<file path="src/rtl/pwm_pkg.sv">
// Shared definitions for the PWM channel bank.
//   - Default geometry (channel count, duty width, terminal count, phase stagger).
//   - Channel index constants for the lamp LED stages.
//   - phase_offset(): constant per-channel phase offset, reduced into one period.
// Optional feature macro: PWM_PHASE_STAGGER_EN (consumed by pwm_channel_bank.sv).
package pwm_pkg;

  localparam int N_CH_DEF    = 4;
  localparam int DUTY_W_DEF  = 8;
  localparam int MAX_CNT_DEF = 254;
  localparam int STAGGER_DEF = 64;

  localparam int CH_RED   = 0;
  localparam int CH_GREEN = 1;
  localparam int CH_BLUE  = 2;
  localparam int CH_WHITE = 3;

  // Offset of channel ch relative to the shared counter, already reduced modulo
  // the period so the channel only needs a single conditional subtract.
  function automatic int phase_offset(int ch, int stagger, int max_cnt, bit stagger_on);
    return stagger_on ? (ch * stagger) % (max_cnt + 1) : 0;
  endfunction

endpackage

</file>
<file path="src/rtl/pwm_channel_bank_if.sv">
// Duty-load bus between the colour path (master) and the PWM bank (slave).
//   duty_in      packed duties, channel i = duty_in[i*DUTY_W +: DUTY_W]
//   duty_load    one-clk strobe: capture duty_in into the shadow registers
//   load_pending shadow holds a value that has not been applied yet
interface pwm_channel_bank_if #(
  parameter int N_CH   = 4,
  parameter int DUTY_W = 8
) ();

  logic [N_CH*DUTY_W-1:0] duty_in;
  logic                   duty_load;
  logic                   load_pending;

  modport master (output duty_in, output duty_load, input  load_pending);
  modport slave  (input  duty_in, input  duty_load, output load_pending);

endinterface

</file>
<file path="src/rtl/pwm_channel.sv">
// One PWM channel: shadow duty, active duty, phase compare, registered output.
//   clk, rst_n   clock, asynchronous active-low reset
//   enable_i     0 = output low, active copies shadow every clock
//   wrap_i       counter wraps on this clock: active takes the (old) shadow
//   duty_load_i  capture duty_i into the shadow register
//   duty_i       new duty word
//   cnt_i        shared period counter
//   pwm_o        registered PWM output
module pwm_channel #(
  parameter int DUTY_W    = 8,
  parameter int MAX_CNT   = 254,
  parameter int PHASE_OFS = 0
) (
  input  logic              clk,
  input  logic              rst_n,
  input  logic              enable_i,
  input  logic              wrap_i,
  input  logic              duty_load_i,
  input  logic [DUTY_W-1:0] duty_i,
  input  logic [DUTY_W-1:0] cnt_i,
  output logic              pwm_o
);

  localparam logic [DUTY_W:0] PERIOD = (DUTY_W+1)'(MAX_CNT + 1);
  localparam logic [DUTY_W:0] OFS    = (DUTY_W+1)'(PHASE_OFS);

  logic [DUTY_W-1:0] shadow_q, shadow_d;
  logic [DUTY_W-1:0] active_q, active_d;
  logic              pwm_q,    pwm_d;
  logic [DUTY_W:0]   phase_sum;
  logic [DUTY_W:0]   phase;

  // Both cnt_i and OFS are below PERIOD, so one conditional subtract wraps the
  // sum back into [0, MAX_CNT]. With a zero offset the subtract never fires.
  assign phase_sum = {1'b0, cnt_i} + OFS;
  assign phase     = (phase_sum >= PERIOD) ? phase_sum - PERIOD : phase_sum;

  // NOTE: every variable driven here gets a default first, so no path can leave
  // it unassigned and infer a latch.
  always_comb begin
    shadow_d = shadow_q;
    active_d = active_q;
    if (duty_load_i) shadow_d = duty_i;
    // Active samples the shadow as it stood before this clock's load, so a load
    // coincident with wrap lands one period later.
    if (!enable_i || wrap_i) active_d = shadow_q;
    // Duty 0 never beats phase (always low); duty > MAX_CNT always does.
    pwm_d = enable_i && (phase < {1'b0, active_q});
  end

  // NOTE: sequential state uses non-blocking assignments so every flop samples
  // pre-edge values regardless of process ordering.
  always_ff @(posedge clk or negedge rst_n) begin
    if (!rst_n) begin
      shadow_q <= '0;
      active_q <= '0;
      pwm_q    <= 1'b0;
    end else begin
      shadow_q <= shadow_d;
      active_q <= active_d;
      pwm_q    <= pwm_d;
    end
  end

  assign pwm_o = pwm_q;

endmodule

</file>
<file path="src/rtl/pwm_channel_bank.sv">
// N-channel, W-bit PWM engine for the lamp LED stages.
//   clk, rst_n    clock, asynchronous active-low reset
//   tick_en       counter advance strobe (prescaled clock enable)
//   enable        1 = run, 0 = counter held at 0, outputs low
//   duty_if       slave side of the duty-load bus (duty_in, duty_load, load_pending)
//   period_start  one-clk pulse after the counter wraps to 0
//   pwm_out       registered PWM outputs
// Optional feature macro: PWM_PHASE_STAGGER_EN -- channel i compares against
// (cnt + i*STAGGER) mod (MAX_CNT+1) so rising edges are spread over the period.
// Without it every channel compares against cnt directly and STAGGER is ignored.
module pwm_channel_bank
  import pwm_pkg::*;
#(
  parameter int N_CH    = N_CH_DEF,
  parameter int DUTY_W  = DUTY_W_DEF,
  parameter int MAX_CNT = MAX_CNT_DEF,
  parameter int STAGGER = STAGGER_DEF
) (
  input  logic                clk,
  input  logic                rst_n,
  input  logic                tick_en,
  input  logic                enable,
  pwm_channel_bank_if.slave   duty_if,
  output logic                period_start,
  output logic [N_CH-1:0]     pwm_out
);

`ifdef PWM_PHASE_STAGGER_EN
  localparam bit STAGGER_ON = 1'b1;
`else
  localparam bit STAGGER_ON = 1'b0;
`endif

  localparam logic [DUTY_W-1:0] MAX_V = DUTY_W'(MAX_CNT);

  logic [DUTY_W-1:0] cnt_q, cnt_d;
  logic              load_pending_q, load_pending_d;
  logic              period_start_q;
  logic              wrap;

  assign wrap = tick_en && enable && (cnt_q == MAX_V);

  always_comb begin
    cnt_d          = cnt_q;
    load_pending_d = load_pending_q;
    if (!enable)      cnt_d = '0;
    else if (tick_en) cnt_d = (cnt_q == MAX_V) ? '0 : cnt_q + 1'b1;
    // A load always wins, including on the wrap clock and while disabled: the
    // value it writes into the shadow has not reached the active register yet.
    if (duty_if.duty_load)    load_pending_d = 1'b1;
    else if (!enable || wrap) load_pending_d = 1'b0;
  end

  always_ff @(posedge clk or negedge rst_n) begin
    if (!rst_n) begin
      cnt_q          <= '0;
      load_pending_q <= 1'b0;
      period_start_q <= 1'b0;
    end else begin
      cnt_q          <= cnt_d;
      load_pending_q <= load_pending_d;
      period_start_q <= wrap;
    end
  end

  assign period_start         = period_start_q;
  assign duty_if.load_pending = load_pending_q;

  for (genvar i = 0; i < N_CH; i++) begin : g_ch
    pwm_channel #(
      .DUTY_W    (DUTY_W),
      .MAX_CNT   (MAX_CNT),
      .PHASE_OFS (phase_offset(i, STAGGER, MAX_CNT, STAGGER_ON))
    ) u_ch (
      .clk         (clk),
      .rst_n       (rst_n),
      .enable_i    (enable),
      .wrap_i      (wrap),
      .duty_load_i (duty_if.duty_load),
      .duty_i      (duty_if.duty_in[i*DUTY_W +: DUTY_W]),
      .cnt_i       (cnt_q),
      .pwm_o       (pwm_out[i])
    );
  end

endmodule

</file>
<file path="src/flat_wrapper.sv">
// flat-port wrapper written by rule: the top's interface ports become plain ports
module pwm_channel_bank_flat import pwm_pkg::*;
#(
  parameter int N_CH    = N_CH_DEF,
  parameter int DUTY_W  = DUTY_W_DEF,
  parameter int MAX_CNT = MAX_CNT_DEF,
  parameter int STAGGER = STAGGER_DEF
)
  (clk, rst_n, tick_en, enable, period_start, pwm_out, duty_if_duty_in, duty_if_duty_load, duty_if_load_pending);
  pwm_channel_bank_if #(.N_CH(N_CH), .DUTY_W(DUTY_W)) duty_if_i ();
  input  logic clk;
  input  logic rst_n;
  input  logic tick_en;
  input  logic enable;
  output logic period_start;
  output logic [N_CH-1:0] pwm_out;
  input wire logic [$bits(duty_if_i.duty_in)-1:0] duty_if_duty_in;
  input wire logic [$bits(duty_if_i.duty_load)-1:0] duty_if_duty_load;
  output wire logic [$bits(duty_if_i.load_pending)-1:0] duty_if_load_pending;
  assign duty_if_i.duty_in = duty_if_duty_in;
  assign duty_if_i.duty_load = duty_if_duty_load;
  assign duty_if_load_pending = duty_if_i.load_pending;
  pwm_channel_bank #(.N_CH(N_CH), .DUTY_W(DUTY_W), .MAX_CNT(MAX_CNT), .STAGGER(STAGGER)) u_core (.clk(clk), .rst_n(rst_n), .tick_en(tick_en), .enable(enable), .duty_if(duty_if_i), .period_start(period_start), .pwm_out(pwm_out));
endmodule
</file>
<file path="config.mk">
export PLATFORM = sky130hd
export DESIGN_NAME = pwm_channel_bank_flat
export DESIGN_NICKNAME = d
export VERILOG_FILES = /design/src/rtl/pwm_pkg.sv /design/src/rtl/pwm_channel_bank_if.sv /design/src/rtl/pwm_channel.sv /design/src/rtl/pwm_channel_bank.sv /design/src/flat_wrapper.sv
export SDC_FILE = /design/constraint.sdc
export NUM_CORES = 1
export LEC_CHECK = 0
export CAP_MARGIN = 30
export CORE_MARGIN = 10
export CORE_UTILIZATION = 55
export DETAILED_ROUTE_END_ITERATION = 12
export PLACE_DENSITY_LB_ADDON = 0.15
export RECOVER_POWER = 100
export REMOVE_ABC_BUFFERS = 1
export SLEW_MARGIN = 25
export SYNTH_ARGS = -nofsm -noshare
export SYNTH_HDL_FRONTEND = slang
export SYNTH_SLANG_ARGS = --single-unit
</file>
<file path="constraint.sdc">
create_clock -name clk -period 3.35 [get_ports clk]
set_input_delay 0.67 -clock clk [delete_from_list [all_inputs] [get_ports clk]]
set_output_delay 0.67 -clock clk [all_outputs]
set_load 0.005 [all_outputs]
</file>
## Word level (Yosys, flattened, before mapping)

Index checks and enable logic that the tools add are counted.

| storage, ports and cells | value |
|---|---|
| register bits | 78 |
| bits in latches | 0 |
| RAM bits | 0 |
| ROM bits | 0 |
| input port bits | 37 |
| output and inout bits | 6 |
| word-level logic and storage cells | 39 |
| memories | 0 |

| operators by class | value |
|---|---|
| add/sub/neg operators | 2 |
| multiply operators | 0 |
| divide/modulo/power cells | 0 |
| order comparisons | 5 |
| equality and inequality tests | 2 |
| shifts and indexed selects | 0 |
| multiplexer cells | 6 |
| bitwise gates (word level) | 0 |
| reductions and logical operators | 9 |

Operator list:

| kind | number |
|---|---|
| 9-bit by 8-bit < comparator with 1-bit output | 4 |
| 8-bit two-way mux | 3 |
| 9-bit two-way mux | 1 |
| 8-bit by 8-bit subtractor with 9-bit output, second input constant | 1 |
| 8-bit by 1-bit adder with 8-bit output, second input constant | 1 |
| 8-bit equality test, second input constant | 1 |
| 8-bit >= comparator, second input constant | 1 |
| 1-bit logical AND | 6 |
| 1-bit two-way mux | 2 |
| 2-bit != test, second input constant | 1 |
| 2-bit nonzero test | 1 |
| 1-bit logical NOT | 1 |
| 1-bit logical OR | 1 |

## Depth between registers and ports, before layout

Gate-level depths: netlist of the first run.

| logic depth | value |
|---|---|
| depth after elaboration | 5 |
| depth in mapped cells | 11 |
| depth with buffers taken out | 9 |

## Modules after synthesis

A second synthesis of the first run with hierarchy kept.

| unflattened totals | value |
|---|---|
| cells, all modules | 415 |
| area, all modules | 4245.3 µm² |

Modules (own cells, without submodules):

| module | times used | cells an instance | area each (µm²) | sequential area each (µm²) |
|---|---|---|---|---|
| pwm_channel at u_core.g_ch[1].u_ch ... | 2 | 89 | 923.4 | 425.4 |
| pwm_channel at u_core.g_ch[2].u_ch | 1 | 90 | 929.6 | 425.4 |
| pwm_channel at u_core.g_ch[0].u_ch | 1 | 89 | 913.4 | 425.4 |
| pwm_channel_bank | 1 | 58 | 555.5 | 250.2 |

## Least setup slack after synthesis of the first run

Ideal clock, no wire load.

| timing path | value |
|---|---|
| kind | reg2reg |
| start | register u_core.cnt_q[2] |
| end | register u_core.g_ch[1].u_ch.pwm_q |
| setup time | 0.088 ns |
| arrival | 2.433 ns |
| data required time | 3.262 ns |
| slack | 0.828 ns |
| cell stages (with the launch flop) | 11 |
| path buffers | 2 |
| period minus slack after synthesis | 2.522 ns |
| path through | dfrtp_1 > buf_2 > and3_1 > buf_2 > and3_1 > a21boi_0 > ha_1 > nand3_1 > nor2_1 > or4_1 > a41oi_1 |

| between the ends | value |
|---|---|
| word-level cells in the longest chain between the ends | 4 |
| elaborated cells between the ends (all ways) | 5 |
| those cells by class | 1 x add/sub; 2 x order compare; 1 x mux; 1 x reduce/logical |

Ends and longest elaborated chain:

| what | RTL line | text |
|---|---|---|
| start: declaration | pwm_channel_bank.sv:36 | `logic [DUTY_W-1:0] cnt_q, cnt_d;` |
| start signal: assignment | pwm_channel_bank.sv:60 | `cnt_q <= cnt_d;` |
| 8-bit by 8-bit subtractor with 9-bit output / 8-bit >= comparator (equally long branches) | pwm_channel.sv:36 | `assign phase = (phase_sum >= PERIOD) ? phase_sum - PERIOD : phase_sum;` |
| 9-bit two-way mux * | pwm_channel.sv:36 |  |
| 9-bit by 8-bit < comparator with 1-bit output * | pwm_channel.sv:48 | `pwm_d = enable_i && (phase < {1'b0, active_q});` |
| 1-bit logical AND * | pwm_channel.sv:48 |  |
| net u_core.g_ch[1].u_ch.pwm_d | pwm_channel.sv:29 | `logic pwm_q, pwm_d;` |
| end signal: assignment | pwm_channel.sv:61 | `pwm_q <= pwm_d;` |
| end: declaration | pwm_channel.sv:29 |  |

The timed path passes the listed nets; every way through them passes the cells marked *.
A chain may end at the register's enable or synchronous reset.

## Worst setup path after layout of the first run

| timing path | value |
|---|---|
| start | register u_core.cnt_q[0] |
| end | register u_core.g_ch[2].u_ch.pwm_q |

| between the ends | value |
|---|---|
| word-level cells in the longest chain between the ends | 4 |
| elaborated cells between the ends (all ways) | 5 |
| those cells by class | 1 x add/sub; 2 x order compare; 1 x mux; 1 x reduce/logical |

Ends and longest elaborated chain:

| what | RTL line |
|---|---|
| 8-bit by 8-bit subtractor with 9-bit output / 8-bit >= comparator (equally long branches) | pwm_channel.sv:36 |
| 9-bit two-way mux * | pwm_channel.sv:36 |
| 9-bit by 8-bit < comparator with 1-bit output * | pwm_channel.sv:48 |
| 1-bit logical AND * | pwm_channel.sv:48 |
| net u_core.g_ch[2].u_ch.pwm_d | pwm_channel.sv:29 |
| end signal: assignment | pwm_channel.sv:61 |
| end: declaration | pwm_channel.sv:29 |

Marked as above.

==> results.json, run 1 <==
{
  "internal_power_mw": 1.61,
  "viasPerCell": 5.42,
  "worstSetupEndpointType": "register",
  "power.combinational.fraction": 0.136,
  "antenna_left": 0,
  "die_area_um2": 10900,
  "setup-violations-final": 0,
  "num-nets-final": 439,
  "hold_path_end": "u_core.g_ch[2].u_ch.active_q[4]",
  "failed_checks": "capacitance limit, slew limit",
  "clock_latency_ns": 0.34,
  "post_synth_edffs": 0,
  "worstPathRequired_ns": 3.61,
  "holdPathStages": 1,
  "grt_pass1_wl_mm": 12.8,
  "worst-setup-path-type": "register to register",
  "ioPinCount": 43,
  "cts.sinks": 78,
  "reg2reg_from": "u_core.cnt_q[0]",
  "vias_in_the_first_global_route": 2687,
  "data_arrival_at_the_endpoint_of_the_critical_path_ns": 3.07,
  "synth_seq_area_share": 0.500,
  "gr-usage-all-layers": 0.142,
  "cts_repair_resize_count": 0,
  "mappedNetlistArea_um2": 3900,
  "cellLeakagePower_nw": 2.09,
  "worst_min_delay_path_class": "register to register",
  "synthesis.area_per_instance_um2": 11.8,
  "drt_wl_total_mm": 7.39,
  "shortest_period_the_worst_path_allows_ns": 2.81,
  "r2r_setup_slack_ns": 0.54,
  "start_kind": "register",
  "drive_gt1_frac": 0.128,
  "post_synth_most_frequent_cells": "dfrtp_1, inv_1, mux2_1, mux2_2, ha_1",
  "place.port_buffers": 42,
  "status": "finished with violations",
  "die_x_um": 104,
  "timing.max_slew.rel_slack": -0.270,
  "gp_routability_congestion": 0.826,
  "effective_utilization_at_floorplan": 0.572,
  "ctsRootBufferMaster": "clkbuf_8",
  "r2r-end": "u_core.g_ch[2].u_ch.pwm_o",
  "synth.area.top_cells": "dfrtp_1, ha_1, mux2_1",
  "post_synth_inst_count": 332,
  "post_cts_hold_buffer_count": 0,
  "seq_area_um2": 1950,
  "power_per_cell_area_nw_per_um2": 469,
  "ys_ff_latch": 78,
  "routed_wire_length_per_instance_um": 15.7,
  "hold_path.startpoint": "u_core.g_ch[2].u_ch.active_q[4]",
  "drc": 0,
  "timing.final.crit_share": 0.838,
  "post-cts-setup-buffers": 0,
  "cts-root-to-sink-buffers": 2,
  "drt-initial-drc-count": 75,
  "fp-row-count": 30,
  "grt_antenna_before_repair": 0,
  "power.share.switching": 0.244,
  "yosysWarnings": 0,
  "dr_total_vias": 2552,
  "areaGrowthSynthToFinish_pct": 16.1,
  "largest_net_degree_at_the_start_of_global_routing": 79,
  "path_max_fanout": 10,
  "final_cells": 471,
  "place.detailed.instances": 457,
  "clock_power_share": 0.348,
  "rsz_0062_raised_after_global_routing": "false",
  "core_um2": 6830,
  "tightestPinTransition_ns": 1.90,
  "yosysMostFrequentCell": "dfrtp_1",
  "dp.final_hpwl_mm": 5.45,
  "n_antenna_cell": 0,
  "max_freq_ghz": 0.356,
  "detailedRoute.firstPassIterationCount": 4,
  "cts_made_buffers": 9,
  "power.share.sequential": 0.516,
  "synth_top_area_share": 0.500,
  "tns_ns": 0,
  "cts_tree": "done",
  "yosys.cell_types.count": 37,
  "synth.largest_area_cell": "dfrtp_1",
  "multiInputGateArea_um2": 1720,
  "clock_skew_ns": 0.0119,
  "placedInstanceArea_um2": 4360,
  "final_cell_area_um2": 4540,
  "grt_overflow": 0,
  "fill_cells": 562,
  "report.final.slew_viol_count": 113,
  "ir_drop_mv": 0.321,
  "worst_setup_hold_path_clk_slew_ns": 0.08,
  "netSwitchingPower_uw": 520,
  "htree_levels": 3,
  "finalHoldViolCount": 0,
  "rr_worst_depth": 8,
  "synth_async_sr_flop_share": 1.00,
  "max_cap_viol_count": 2,
  "height_of_the_chip_um": 104,
  "synthFlopType": "dfrtp_1"
}
## cell type report
cell class,count,share of cell area
sequential,78,0.430
multi-input combinational,207,0.379
timing repair buffer,44,0.0935
clock buffer,10,0.0281
inverter,32,0.0265
tap,96,0.0265
clock inverter,4,0.0163
## metrics by stage
stage          hold WS, ns  setup slack, ns  power (mW)   util
5_1_grt              0.507            0.284        2.24  0.664
4_1_cts              0.490            0.535        2.15  0.668
3_3_place_gp         0.468            0.571        1.40  0.638
6_report             0.490            0.543        2.13  0.664
3_5_place_dp         0.475            0.546        1.41  0.638
2_1_floorplan        0.374            0.913        1.27      -
## worst max path at each step
stage / from / slack, ns / endpoint / cells past startpoint
after floorplan: u_core.cnt_q[0] / 0.91 / u_core.g_ch[1].u_ch.pwm_o / 8
after global placement: u_core.cnt_q[0] / 0.57 / u_core.g_ch[1].u_ch.pwm_o / 8
after detailed placement: u_core.cnt_q[0] / 0.55 / u_core.g_ch[2].u_ch.pwm_o / 8
after CTS: u_core.cnt_q[0] / 0.53 / u_core.g_ch[2].u_ch.pwm_o / 8
after global routing: u_core.cnt_q[0] / 0.28 / u_core.g_ch[1].u_ch.pwm_o / 8
final: u_core.cnt_q[0] / 0.54 / u_core.g_ch[2].u_ch.pwm_o / 8
## state kept, by name, indices dropped and copies added (netlist names)
name,flops
u_core.cnt_q,8
u_core.g_ch.u_ch.active_q,32
u_core.period_start,1
u_core.g_ch.u_ch.shadow_q,32
u_core.duty_if.load_pending,1
u_core.g_ch.u_ch.pwm_o,4
## power groups by stage
stage | logic, mW | registers [mW] | clock network, mW
2_1_floorplan | 0.177 | 1.10 | 0
3_3_place_gp | 0.289 | 1.11 | 0
3_5_place_dp | 0.296 | 1.12 | 0
4_1_cts | 0.300 | 1.10 | 0.754
5_1_grt | 0.330 | 1.11 | 0.798
6_report | 0.289 | 1.10 | 0.740
## logic make-up after synthesis
| kind of cell | share of synthesized area |
|---|---|
| AO/OA/AOI/OAI | 0.0766 |
| AND/OR/NAND/NOR | 0.0823 |
| multiplexers | 0.187 |
| XOR/XNOR | 0.00224 |
| adder cells (fa/ha/maj) | 0.0961 |
| flip-flops | 0.500 |
| buffers and inverters | 0.0558 |
## per-layer routing
metal  vias to the layer above  track usage  part of all wire
met5                         -            0                 0
met1                      1251        0.182              0.48
met4                         0       0.0606             0.021
li1                       1242            -                 -
met2                        45        0.226              0.47
met3                        14       0.0279             0.031
## placed cells by master (no fill, tap or decap), drive strengths merged, types with 11 or more instances in the layout
master,Yosys,routed
inv,32,32
dfrtp,78,78
mux2,64,64
a21oi,15,15
nand2,18,18
clkdlybuf4s50,0,32
o21ai,11,11
nand3,13,13
ha,30,30
nor2,13,13
clkbuf,5,13
## worst max-delay path, cell delays in order, from the launching register on
cell and delay (ns):
dfrtp_1 0.49, ha_1 0.35, and3_1 0.19, a21boi_0 0.49
ha_1 0.35, nand3_1 0.14, nor2_1 0.06, or4_1 0.50
a41oi_1 0.17
(Power assumes the default switching activity.)
==> run 2, diff against run 1 <==
--- a/config.mk
+++ b/config.mk
@@ -7,7 +7,7 @@
 export LEC_CHECK = 0
 export CAP_MARGIN = 30
 export CORE_MARGIN = 10
-export CORE_UTILIZATION = 55
+export CORE_UTILIZATION = 51
 export DETAILED_ROUTE_END_ITERATION = 12
 export PLACE_DENSITY_LB_ADDON = 0.15
 export RECOVER_POWER = 100
==> constraint.sdc (replaced) <==
create_clock -name clk -period 2.5 [get_ports clk]
set_input_delay 0.5 -clock clk [delete_from_list [all_inputs] [get_ports clk]]
set_output_delay 0.5 -clock clk [all_outputs]
set_load 0.005 [all_outputs]
==> run 2 against run 1 <==
  * The run still ends with capacitance limit, slew limit left
  * Worst setup slack lost 0.50 ns
  * Critical path depth is the same
  * Sequential cell count is the same
  * Clock skew shrank 0.0025 ns
  * Combinational power grew 39%
  * Sequential power grew 34%
  * Non-clock buffer count grew 9
  * Global-route usage shrank 0.34 points
  * Count of clock-buffer cells in the layout is the same
  * Highest routed layer unchanged
==> results.json, run 2 (synthesis results as in run 1) <==
{
  "status": "finished with violations",
  "failed_checks": "capacitance limit, slew limit",
  "reg2reg_from": "u_core.cnt_q[1]",
  "gr-usage-all-layers": 0.138,
  "cts_tree": "done",
  "timing.final.crit_share": 0.983,
  "dr_total_vias": 2588,
  "final_cells": 484,
  "fill_cells": 553,
  "vias_in_the_first_global_route": 2846,
  "num-nets-final": 448,
  "power_per_cell_area_nw_per_um2": 635,
  "dp_slack_ns": 0.0459,
  "die_x_um": 108,
  "drc": 0,
  "data_arrival_at_the_endpoint_of_the_critical_path_ns": 2.72,
  "fp-row-count": 31,
  "cellLeakagePower_nw": 2.16,
  "effective_utilization_at_floorplan": 0.533,
  "path_max_fanout": 5,
  "rr_worst_depth": 8,
  "grt_pass1_wl_mm": 13.1,
  "hold_path_end": "u_core.g_ch[0].u_ch.active_q[3]",
  "gp_routability_congestion": 0.819,
  "biggestRegsByFlops": "u_core.g_ch.u_ch.active_q: 32 flops, u_core.g_ch.u_ch.shadow_q: 32 flops, u_core.cnt_q: 8 flops",
  "layout_common_cells": "dfrtp_1, clkdlybuf4s50_1, inv_1, mux2_2, mux2_1",
  "ctsRootBufferMaster": "clkbuf_8",
  "areaGrowthSynthToFinish_pct": 21.2,
  "cts-root-to-sink-buffers": 2,
  "worst-setup-path-type": "register to register",
  "setup-violations-final": 0,
  "timing.critical_path.cells": "nand2_1 > nor3_2 > nor2b_2 > ha_1 > a21oi_1 > nand2_1 > or4_1 > a41oi_1",
  "max_cap_viol_count": 1,
  "drt-initial-drc-count": 90,
  "finalHoldViolCount": 0,
  "clock_latency_ns": 0.34,
  "n_antenna_cell": 0,
  "largest_incremental_delay_on_the_critical_path_ns": 0.48,
  "worst_setup_hold_path_clk_slew_ns": 0.08,
  "grt_antenna_before_repair": 0,
  "clock_skew_ns": 0.00936,
  "tns_ns": 0,
  "height_of_the_chip_um": 108,
  "holdPathStages": 1,
  "r2r-end": "u_core.g_ch[1].u_ch.pwm_o",
  "cts.sinks": 78,
  "largest_net_degree_at_the_start_of_global_routing": 41,
  "drive_gt1_frac": 0.182,
  "shortest_period_the_worst_path_allows_ns": 2.46,
  "viasPerCell": 5.35,
  "cpMostUsedCell": "nand2_1",
  "ir_drop_mv": 0.489,
  "place.detailed.instances": 468,
  "seq_area_um2": 1950,
  "final_critical_path_setup_slack_ns": 0.0416,
  "core_um2": 7330,
  "timing.max_slew.rel_slack": -0.402,
  "layout.cells.most_common": "dfrtp_1",
  "drt_wl_total_mm": 7.41,
  "start_kind": "register",
  "r2r_setup_slack_ns": 0.04,
  "multiInputGateArea_um2": 1780,
  "antenna_left": 0,
  "dp.final_hpwl_mm": 5.44,
  "worstSetupEndpointType": "register",
  "worst_path_cell_with_the_longest_stage_delay": "or4_1",
  "tightestPinTransition_ns": 2.10,
  "htree_levels": 3,
  "cts_made_buffers": 9,
  "grt_overflow": 0,
  "hold_path.startpoint": "u_core.g_ch[0].u_ch.active_q[3]",
  "report.final.slew_viol_count": 40,
  "max_freq_ghz": 0.407,
  "worst_min_delay_path_class": "register to register",
  "worstPathRequired_ns": 2.76,
  "routed_wire_length_per_instance_um": 15.3,
  "detailedRoute.firstPassIterationCount": 4,
  "die_area_um2": 11600,
  "ioPinCount": 43,
  "place.port_buffers": 42,
  "post_cts_hold_buffer_count": 0
}
==> run 2: how the worst max path moves through the flow <==
stage	start	end	slack, ns	depth (start not counted)
2_1_floorplan	u_core.cnt_q[0]	u_core.g_ch[1].u_ch.pwm_o	0.06	8
3_3_place_gp	u_core.cnt_q[4]	u_core.g_ch[3].u_ch.pwm_o	0.07	8
3_5_place_dp	u_core.cnt_q[4]	u_core.g_ch[3].u_ch.pwm_o	0.05	8
4_1_cts	u_core.cnt_q[4]	u_core.g_ch[3].u_ch.pwm_o	0.02	8
5_1_grt	u_core.cnt_q[1]	u_core.g_ch[1].u_ch.pwm_o	-0.08	8
6_report	u_core.cnt_q[1]	u_core.g_ch[1].u_ch.pwm_o	0.04	8
==> run 2: final cells by class <==
type,count,share of cell area
multi-input combinational,207,0.375
inverter,32,0.0254
clock buffer,10,0.0291
sequential,78,0.413
clock inverter,5,0.0227
timing repair buffer,53,0.109
tap,99,0.0262
==> run 2: critical path, delay by kind of cell (launching register included) <==
kind,cells,cell delay [ns]
simple gates,5,1.22
flops,1,0.46
compound gates,2,0.36
fa+ha+maj,1,0.33
==> run 2: per-stage QoR <==
step / hold WS, ns / cell area, µm² / total power, mW / utilization
floorplan: 0.204 / 3810 / 1.71 / -
global placement: 0.470 / 4450 / 1.88 / 0.607
detailed placement: 0.475 / 4450 / 1.90 / 0.607
CTS: 0.121 / 4690 / 3.05 / 0.640
global route: 0.507 / 4730 / 3.17 / 0.646
finish: 0.490 / 4730 / 3.00 / 0.646
==> run 2: repair_timing <==
action                                  in CTS  in global routing
gates resized for setup                      0                 15
setup buffers                                0                  1
endpoints found under the setup margin       0                  4
==> run 2: power breakdown <==
| group | internal, mW | leakage (nW) | switching (mW) |
|---|---|---|---|
| logic | 0.215 | 1.11 | 0.187 |
| clock network | 0.688 | 0.123 | 0.448 |
| registers | 1.40 | 0.928 | 0.0696 |
| total | 2.30 | 2.16 | 0.705 |
==> run 2: metal layers <==
| layer | wire length, µm | track usage | vias to the layer above | part of all wire |
|---|---|---|---|---|
| met1 | 3430 | 0.172 | 1268 | 0.46 |
| met3 | 358 | 0.0443 | 14 | 0.048 |
| met2 | 3500 | 0.222 | 49 | 0.47 |
| met4 | 118 | 0.0468 | 0 | 0.016 |
| met5 | 0 | 0 | - | 0 |
| li1 | - | - | 1257 | - |
==> run 3, diff against run 2 <==
--- a/config.mk
+++ b/config.mk
@@ -9,7 +9,7 @@
 export CORE_MARGIN = 10
 export CORE_UTILIZATION = 51
 export DETAILED_ROUTE_END_ITERATION = 12
-export PLACE_DENSITY_LB_ADDON = 0.15
+export PLACE_DENSITY = 0.74
 export RECOVER_POWER = 100
 export REMOVE_ABC_BUFFERS = 1
 export SLEW_MARGIN = 25
==> run 3 against run 2 <==
  * The flow still finishes with violations (capacitance limit, slew limit)
  * Combinational power hardly changed
  * Fmax up 4.0%
  * Die area is the same
  * Sequential cell count unchanged
  * Via count is 0.23% higher
  * Cell count rose by 1.7%
  * Routed wire length decreased by 0.70%
  * Largest cell class unchanged
  * Clock skew fell by 0.0025 ns
==> results.json, run 3 (synthesis results as in run 1) <==
{
  "status": "finished with violations",
  "failed_checks": "capacitance limit, slew limit",
  "timing.max_slew.rel_slack": -0.311,
  "power.share.sequential": 0.529,
  "power.share.switching": 0.247,
  "grt_pass1_wl_mm": 12.6,
  "worstSetupEndpointType": "register",
  "height_of_the_chip_um": 108,
  "data_arrival_at_the_endpoint_of_the_critical_path_ns": 2.62,
  "layout_common_cells": "dfrtp_1, clkdlybuf4s50_1, inv_1, mux2_2, mux2_1",
  "ir_drop_mv": 0.436,
  "cellLeakagePower_nw": 2.16,
  "multiInputGateArea_um2": 1730,
  "clock_power_share": 0.328,
  "fill_cells": 583,
  "worst-setup-path-type": "register to register",
  "netSwitchingPower_uw": 686,
  "ctsRootBufferMaster": "clkbuf_8",
  "areaGrowthSynthToFinish_pct": 19.6,
  "internal_power_mw": 2.09,
  "tightestPinTransition_ns": 1.97,
  "core_um2": 7330,
  "n_antenna_cell": 0,
  "antenna_left": 0,
  "seq_area_um2": 1950,
  "drc": 0,
  "finalCoreUtilization": 0.637,
  "report.final.slew_viol_count": 35,
  "gr-usage-all-layers": 0.135,
  "dp.final_hpwl_mm": 5.61,
  "max_freq_ghz": 0.423,
  "viasPerCell": 5.27,
  "design_power_total_mw": 2.78,
  "fp-row-count": 31,
  "grt_antenna_before_repair": 0,
  "detailedRoute.firstPassIterationCount": 4,
  "cts_made_buffers": 9,
  "num-nets-final": 456,
  "path_max_fanout": 5,
  "power_per_cell_area_nw_per_um2": 594,
  "worst_setup_hold_path_clk_slew_ns": 0.08,
  "cts_tree": "done",
  "cts-root-to-sink-buffers": 2,
  "grt_overflow": 0,
  "die_area_um2": 11600,
  "final_critical_path_setup_slack_ns": 0.136,
  "drive_gt1_frac": 0.178,
  "ioPinCount": 43,
  "die_x_um": 108,
  "max_cap_viol_count": 1,
  "effective_utilization_at_floorplan": 0.533,
  "drt-initial-drc-count": 115,
  "shortest_period_the_worst_path_allows_ns": 2.36,
  "vias_in_the_first_global_route": 2639,
  "dp_slack_ns": 0.132,
  "post_cts_hold_buffer_count": 0,
  "dr_total_vias": 2594,
  "drt_wl_total_mm": 7.36,
  "cts.sinks": 78,
  "power.combinational.fraction": 0.144,
  "start_kind": "register",
  "place.port_buffers": 42,
  "rsz_0062_raised_after_global_routing": "false",
  "tns_ns": 0,
  "htree_levels": 3,
  "setup-violations-final": 0,
  "timing.final.crit_share": 0.946,
  "clock_skew_ns": 0.00685,
  "clock_latency_ns": 0.34,
  "worstPathRequired_ns": 2.76,
  "finalHoldViolCount": 0,
  "worst_min_delay_path_class": "register to register",
  "layout.cells.most_common": "dfrtp_1",
  "largest_net_degree_at_the_start_of_global_routing": 45,
  "biggestRegsByFlops": "u_core.g_ch.u_ch.active_q: 32 flops, u_core.g_ch.u_ch.shadow_q: 32 flops, u_core.cnt_q: 8 flops",
  "gp_routability_congestion": 0.854,
  "routed_wire_length_per_instance_um": 14.9
}
[run 3: changes by cell type in the layout (fill, tap and decap cells not counted), moves of 2 or more]
cell / change
buf_4: +5
bufinv_16: -2
clkbuf_1: +3
clkbuf_2: +2
clkinv_2: +2
clkinv_4: -2
nand3_1: +2
nand3_2: -2
[run 3: repair_timing]
action | in CTS | in global routing
resized for setup | 0 | 7
buffers inserted | 0 | 1
endpoints found under the setup margin | 0 | 4
[run 3: path summary, 6_finish.rpt]
check                           slack (ns)  cells past startpoint                       startpoint                               to
worst max-delay path                  0.14                     11                  u_core.cnt_q[2]        u_core.g_ch[0].u_ch.pwm_o
worst min-delay path                  0.49                      1  u_core.g_ch[0].u_ch.active_q[1]  u_core.g_ch[0].u_ch.active_q[1]
worst max register to register        0.14                     11                  u_core.cnt_q[2]        u_core.g_ch[0].u_ch.pwm_o
worst min register to register        0.49                      1  u_core.g_ch[0].u_ch.active_q[1]  u_core.g_ch[0].u_ch.active_q[1]
max in group asynchronous             0.54                      1                            rst_n                  u_core.cnt_q[6]
min in group asynchronous             0.70                      1                            rst_n              u_core.period_start
[run 3: final cells by class]
class,count,share of cell area
clock inverters,4,0.0102
flip-flops and latches,78,0.418
inverters,32,0.0257
repair buffers,61,0.118
well taps,99,0.0265
clock buffers,11,0.0303
multi-input cells,207,0.371
[run 3: metrics by stage]
stage / cells / hold slack (ns) / area (µm²)
3_5_place_dp: 476 / 0.475 / 4500
6_report: 492 / 0.488 / 4670
2_1_floorplan: 317 / 0.204 / 3810
4_1_cts: 491 / 0.117 / 4690
3_3_place_gp: 476 / 0.468 / 4500
5_1_grt: 492 / 0.509 / 4670
[run 3: critical path, stage by stage, from the launching register on]
cell,delay [ns]
dfrtp_1,0.37
and3_1,0.21
buf_4,0.15
nand3_1,0.11
nor2_2,0.15
nor2b_1,0.06
buf_4,0.15
ha_1,0.30
a21oi_2,0.16
nor3_1,0.05
or4_1,0.39
a41oi_1,0.19
[run 3: power by group through the flow]
| stage | registers (mW) | clock network (mW) | logic (mW) |
|---|---|---|---|
| 2_1_floorplan | 1.47 | 0 | 0.237 |
| 3_3_place_gp | 1.49 | 0 | 0.397 |
| 3_5_place_dp | 1.49 | 0 | 0.407 |
| 4_1_cts | 1.47 | 0.937 | 0.411 |
| 5_1_grt | 1.49 | 0.992 | 0.453 |
| 6_report | 1.47 | 0.909 | 0.399 |
[run 3: layer usage]
metal,GRT usage,share of wire
met5,0,0
met4,0.0429,0.011
met3,0.0383,0.044
met2,0.219,0.49
met1,0.169,0.45
